`config.mk`:
```
export PLATFORM = sky130hd
export DESIGN_NAME = muldiv_unit
export DESIGN_NICKNAME = d
export VERILOG_FILES = /design/src/rtl/muldiv_unit.sv
export SDC_FILE = /design/constraint.sdc
export NUM_CORES = 1
export LEC_CHECK = 0
export ABC_CLOCK_PERIOD_IN_PS = 6200
export CAP_MARGIN = 20
export CORE_MARGIN = 2
export CORE_UTILIZATION = 45
export DETAILED_ROUTE_END_ITERATION = 8
export GPL_TIMING_DRIVEN = 0
export PLACE_DENSITY = 0.66
export SYNTH_ARGS = -nofsm -noshare
export SYNTH_HDL_FRONTEND = slang
export SYNTH_SLANG_ARGS = --single-unit
export TNS_END_PERCENT = 30
```
`constraint.sdc`:
```
create_clock -name clk -period 6.2 [get_ports clk]
set_input_delay 1.86 -clock clk [delete_from_list [all_inputs] [get_ports clk]]
set_output_delay 1.86 -clock clk [all_outputs]
set_load 0.01 [all_outputs]
```
`src/rtl/muldiv_unit.sv`:
```
// Iterative unsigned multiply/divide unit: shift-add multiply, restoring divide.
// One iteration per clock; results land in hi/lo with a busy/done handshake.
module muldiv_unit #(
    parameter int WIDTH = 32
) (
    input  logic             clk,
    input  logic             rst,
    input  logic             start,
    input  logic             mult,
    input  logic             div,
    input  logic [WIDTH-1:0] a,
    input  logic [WIDTH-1:0] b,
    output logic             busy,
    output logic             done,
    output logic [WIDTH-1:0] hi,
    output logic [WIDTH-1:0] lo
);

    typedef enum logic [1:0] {IDLE, MUL, DIV, DONE} state_e;

    localparam int CW = $clog2(WIDTH + 1);

    state_e           state_q;
    logic [CW-1:0]    cnt_q;
    logic [WIDTH-1:0] opb_q;
    logic [WIDTH-1:0] acc_q;
    logic [WIDTH-1:0] low_q;
    logic [WIDTH-1:0] hi_q;
    logic [WIDTH-1:0] lo_q;
    logic             busy_q;
    logic             done_q;

    logic [WIDTH:0]   addend;
    logic [WIDTH:0]   mul_sum;
    logic [WIDTH:0]   div_rem;
    logic [WIDTH:0]   div_diff;
    logic [WIDTH-1:0] acc_d;
    logic [WIDTH-1:0] low_d;
    logic             accept;
    logic             last;

    assign accept = start & (mult | div);
    assign last   = (cnt_q == CW'(WIDTH - 1));

    // opb_q holds the multiplicand or the divisor; low_q the multiplier or dividend
    always_comb begin
        addend   = low_q[0] ? {1'b0, opb_q} : '0;
        mul_sum  = {1'b0, acc_q} + addend;
        div_rem  = {acc_q, low_q[WIDTH-1]};
        div_diff = div_rem - {1'b0, opb_q};
        acc_d    = acc_q;
        low_d    = low_q;
        if (state_q == MUL) begin
            acc_d = mul_sum[WIDTH:1];
            low_d = {mul_sum[0], low_q[WIDTH-1:1]};
        end else if (state_q == DIV) begin
            acc_d = div_diff[WIDTH] ? div_rem[WIDTH-1:0] : div_diff[WIDTH-1:0];
            low_d = {low_q[WIDTH-2:0], ~div_diff[WIDTH]};
        end
    end

    always_ff @(posedge clk) begin
        if (rst) begin
            state_q <= IDLE;
            cnt_q   <= '0;
            opb_q   <= '0;
            acc_q   <= '0;
            low_q   <= '0;
            hi_q    <= '0;
            lo_q    <= '0;
            busy_q  <= 1'b0;
            done_q  <= 1'b0;
        end else begin
            unique case (state_q)
                IDLE, DONE: begin
                    done_q <= 1'b0;
                    if (accept) begin
                        opb_q   <= mult ? a : b;
                        low_q   <= mult ? b : a;
                        acc_q   <= '0;
                        cnt_q   <= '0;
                        busy_q  <= 1'b1;
                        state_q <= mult ? MUL : DIV;
                    end else begin
                        state_q <= IDLE;
                    end
                end
                MUL, DIV: begin
                    acc_q <= acc_d;
                    low_q <= low_d;
                    cnt_q <= cnt_q + CW'(1);
                    if (last) begin
                        hi_q    <= acc_d;
                        lo_q    <= low_d;
                        busy_q  <= 1'b0;
                        done_q  <= 1'b1;
                        state_q <= DONE;
                    end
                end
                default: state_q <= IDLE;
            endcase
        end
    end

    assign busy = busy_q;
    assign done = done_q;
    assign hi   = hi_q;
    assign lo   = lo_q;

endmodule

```
# After elaboration in Yosys (flattened, before gate mapping)
# Index checks and enable logic that the tools add are counted.
# totals
reg_bits	170
inputBits	69
output_inout_bits	66
wordCells	50
# op_classes
addsub	3
eq_ne	6
mux	23
bitwise_logic	3
reduce_logical	6
# ops
op	n
two-way mux 32 bit	10
one-hot mux 32 bit (2 select lines)	2
adder 32 x 32 -> 33 bit	1
subtractor 33 x 32 -> 33 bit	1
one-hot mux 6 bit (2 select lines)	1
adder 6 x 1 -> 6 bit, second input constant	1
== test 6 x 5 -> 1 bit, second input constant	1
two-way mux 2 bit	3
two-way mux 6 bit	1
AND reduction 2 bit	3
== test 2 bit, second input constant	2
!= test 2 bit, second input constant	2
one-hot mux 1 bit (2 select lines)	2
one-hot mux 2 bit (2 select lines)	1
OR reduction 2 bit	2
two-way mux 1 bit	3
== test 2 x 1 -> 1 bit, second input constant	1
logical NOT 2 bit	1
AND 1 bit	1
inverter 1 bit	1
bitwise OR 1 bit	1

# Longest topological paths before layout
# logic_depth
word_depth	5
depth_mapped	14

# Worst setup path before layout
# OpenSTA, ideal clock, no wires.
# synth_timing
kind	input-to-reg
from	in mult
to	reg opb_q[10]
setup_ns	0.137
t_arrival_ns	3.374
required_time_ns	6.063
path_slack_ns	2.688
path_stages	5
path_buffers	3
cell_sequence	buf_1 > clkbuf_1 > buf_1 > mux2i_1 > a211oi_1
# synth_between
elab_chain_cells	3
elab_cells_between_ends	4
cone_classes	mux (1); bitwise (2); reduce/logical (1)
# synth_rtl
item	line_no	source
start: declaration	9	input logic mult,
bitwise OR 1 bit	42	assign accept = start & (mult | div);
AND 1 bit	42	
AND reduction 2 bit (no line)	-	
end signal: assignment	78	opb_q <= mult ? a : b;
end: declaration	25	logic [WIDTH-1:0] opb_q;
# Parallel ways exist; a longest one is shown, timed or not.
# A chain may end at the register's enable or synchronous reset.

# Worst setup path after layout
# layout_timing
from	in mult
to	reg cnt_q[1]
# layout_between
elab_chain_cells	3
# layout_rtl
item	line_no	source
bitwise OR 1 bit	42	
AND 1 bit	42	
!= test 2 bit (no line)	-	
end signal: assignment	91	cnt_q <= cnt_q + CW'(1);
end: declaration	24	logic [CW-1:0] cnt_q;
# Every way passes these cells.

==> summary.txt <==
Run status
  • Status: completed

Synth
  • Syn Inst Count: 1496
  • Top area cells in the synthesized netlist: dfxtp_1, mux2i_1, ha_1
  • Ys flop type: dfxtp_1
  • Syn Area/Cell: 7.945 um2
  • Synthesized Nets: about 1.6k
  • Netlist cell types: 69
  • Mapped cell area: 0.01189 mm2
  • Largest area contributor in the netlist: dfxtp_1
  • Sequential area share after synthesis: approximately 29%
  • Seq cells post-synth: 170
  • Synth top cells by count: nor2_1, dfxtp_1, a21oi_1
  • Post-synth EDFFs: 0
  • Synth Warn #: 0
  • Count leader, synth: nor2_1
  • Yosys top cell area share: 28.63%
  • Ys async rst share: 0%

Timing
  • PnR worst setup slack: around 1.4 ns
  • Unrepaired setup endpoints after global routing: no
  • Clock skew: 0.01554 ns
  • Setup TNS: 0 ns
  • Final setup fails: 0
  • Worst-margin pin slew: roughly 1.2 ns
  • Pins Over Slew Limit: 0
  • Peak Freq: between 200 and 250 MHz
  • Final period util: about 77%
  • Final hold vios: 0
  • Fin crit period: 4.777 ns
  • Slew margin rel.: 21.29%

Setup path
  • Worst Path Required: approximately 6.6 ns
  • Critical path depth: 8
  • Worst R2R Start: low_q[31]
  • CP Max Fanout: 10
  • Crit. End Element: flop
  • CP dominant cell by count: clkbuf_1
  • Data arrival, critical path: 5.15 ns
  • CP Class: input port to flop
  • Critical R2R Capture: acc_q[24]
  • CP startpoint: mult
  • Ordered list of cells on the worst path: clkdlybuf4s50_1 > o21ai_0 > and2_1 > clkbuf_1 > nor2b_1 > clkbuf_1 > clkbuf_1 > a22o_1
  • CP peak stage delay: about 0.84 ns
  • CP bufs+invs: 4
  • CP startpoint kind: input port
  • Slowest cell on the critical path: clkbuf_1
  • Register-to-register setup slack: about 1.8 ns
  • R2R depth: 13
  • CP endpoint: cnt_q[1]
  • Top cell family by delay on the critical path: buffers and inverters

GRT
  • Pin count of the biggest net entering global routing: 20
  • Antenna violations before repair: 0
  • Tot GR Track Use: 29.92%
  • Via count of the first global-routing pass: between 10k and 15k
  • First-pass GRT wire length: roughly 65000 um
  • Gr ovfl total: 0

Die
  • Die W: 166.5 um
  • Row cnt: 59
  • Initial Util: 45.74%
  • Chip Height: 166.5 um
  • Core area: 0.02598 mm2
  • Die ar.: 0.02773 mm2
  • Ports: 135

Place
  • Port bufs: 134
  • DP Wirelength: 32580 um
  • Place WS: 1.155 ns
  • Placed Cells: 1965
  • Gpl congestion: 0.9467

Route
  • Total vias in the final route: ~12k
  • DRC: 0
  • Via density: 5.903
  • DRT iter0 DRCs: ~1.1k
  • Detail Route Antenna Nets: 0
  • Detailed Route WL: 42160 um
  • DR WL/cell: 21.11 um
  • DR pass1 iterations: 5

Clock network
  • Clock sink count: 170
  • PostCTS Resize Cnt: 0
  • CTS tree: done
  • Clock Root Buffer: clkbuf_16
  • CTS Hold Buffers Added: 0
  • Clock transition at path regs: 0.07 ns
  • H-tree Lvls: 4
  • Clock Path Buffers: 2
  • Clk_lat worst skew: 0.44 ns
  • Post-CTS setup repair buffer count: 0
  • CTS buffer count: 17

Worst hold path
  • Min-delay worst type: flop to flop
  • Hold Path Depth: 2

Final layout
  • Layout cells sized above 1: 5.656%
  • ANT cells: 0
  • Layout net count: 1787
  • Fill count: 2554
  • Final core utilization: a little over half
  • Area Growth Syn to Fin: 19.85%
  • Finished Layout Cells: 1997

Power and ir drop
  • Lkg Pwr: 5.529 nW
  • Max VDD drop: about 0.00016 V
  • PD cells: 204.5 mW/mm2

Flow run
  • Max_cap viols: 0
-- cell families after synthesis --
logic type	Yosys count	share of synthesized area (%)
AOI/OAI and AO/OA	468	26.42
xor gates and xnor gates	50	3.685
DFF	170	28.63
and+or+nand+nor	450	17.33
buffers and inverters	161	5.380
muxes	128	11.16
adders and majority gates	69	7.390
-- cells in the final DEF (no fill, tap or decap), types with 32 or more instances in the layout --
| cell type | Yosys | layout |
|---|---|---|
| nor2_1 | 192 | 192 |
| dfxtp_1 | 170 | 170 |
| clkdlybuf4s50_1 | 0 | 134 |
| a21oi_1 | 110 | 110 |
| nand2_1 | 107 | 107 |
| mux2i_1 | 92 | 92 |
| o21ai_0 | 82 | 82 |
| clkbuf_1 | 74 | 75 |
| ha_1 | 67 | 67 |
| inv_1 | 66 | 66 |
| a211oi_1 | 53 | 53 |
| and2_1 | 38 | 38 |
| mux2_2 | 35 | 35 |
| a221oi_1 | 32 | 32 |
-- sequential cells by signal, summed over array words and instances, names as in the netlist --
signal,count
busy,1
low_q,32
hi,32
opb_q,32
acc_q,32
state_q,2
done,1
lo,32
cnt_q,6
-- final cells by class --
class	instances	area, um2	share of cell area [%]
Multi-Input combinational cell	1165	7843	55.05
Sequential cell	170	3403	23.89
Timing Repair Buffer	134	1341	9.416
Clock buffer	18	429.2	3.013
Tap cell	335	419.2	2.942
Buffer	95	391.6	2.749
Inverter	66	247.7	1.739
Clock inverter	14	170.2	1.195
-- layer usage --
layer  GRT usage (%)  vias up  part of all wire (%)
met3           5.204       60                   6.7
li1                -     5744                     -
met2           48.53      441                    45
met4           8.771        0                   2.4
met1           40.83     5544                    46
met5               0        -                     0
-- report_power, final --
part           internal, W  switching [W]
sequential         0.00113      0.0000534
combinational     0.000247       0.000382
clock             0.000548       0.000552
total              0.00193       0.000988
-- metrics by stage --
stage          total power, W  area [um2]  hold WS (ns)
2_1_floorplan        0.001603       11890        0.4467
3_3_place_gp         0.001816       13650        0.4303
3_5_place_dp         0.001821       13650        0.4324
4_1_cts              0.002907       14240        0.4438
5_1_grt              0.003038       14240        0.4744
6_report             0.002913       14240        0.4415
-- worst min-delay path by stage --
stage | to | start | slack, ns
global placement | done | done | 0.43
finish | done | done | 0.44
detailed placement | done | done | 0.43
global route | hi[30] | hi[30] | 0.47
CTS | done | done | 0.44
floorplan | cnt_q[5] | cnt_q[5] | 0.45
-- worst reg2reg max path, cell delays in order, from the launching register on --
cell       delay, ns
dfxtp_1         0.50
inv_1           0.08
ha_1            0.22
fa_1            0.41
nand2b_1        0.20
a211oi_2        0.46
o211ai_1        0.32
a21o_1          0.27
a211oi_4        0.68
buf_6           0.28
o21ai_0         0.10
a31oi_1         0.24
a2bb2oi_1       0.37
o21ai_0         0.13
Note: power is estimated with default switching activity, not from simulation.
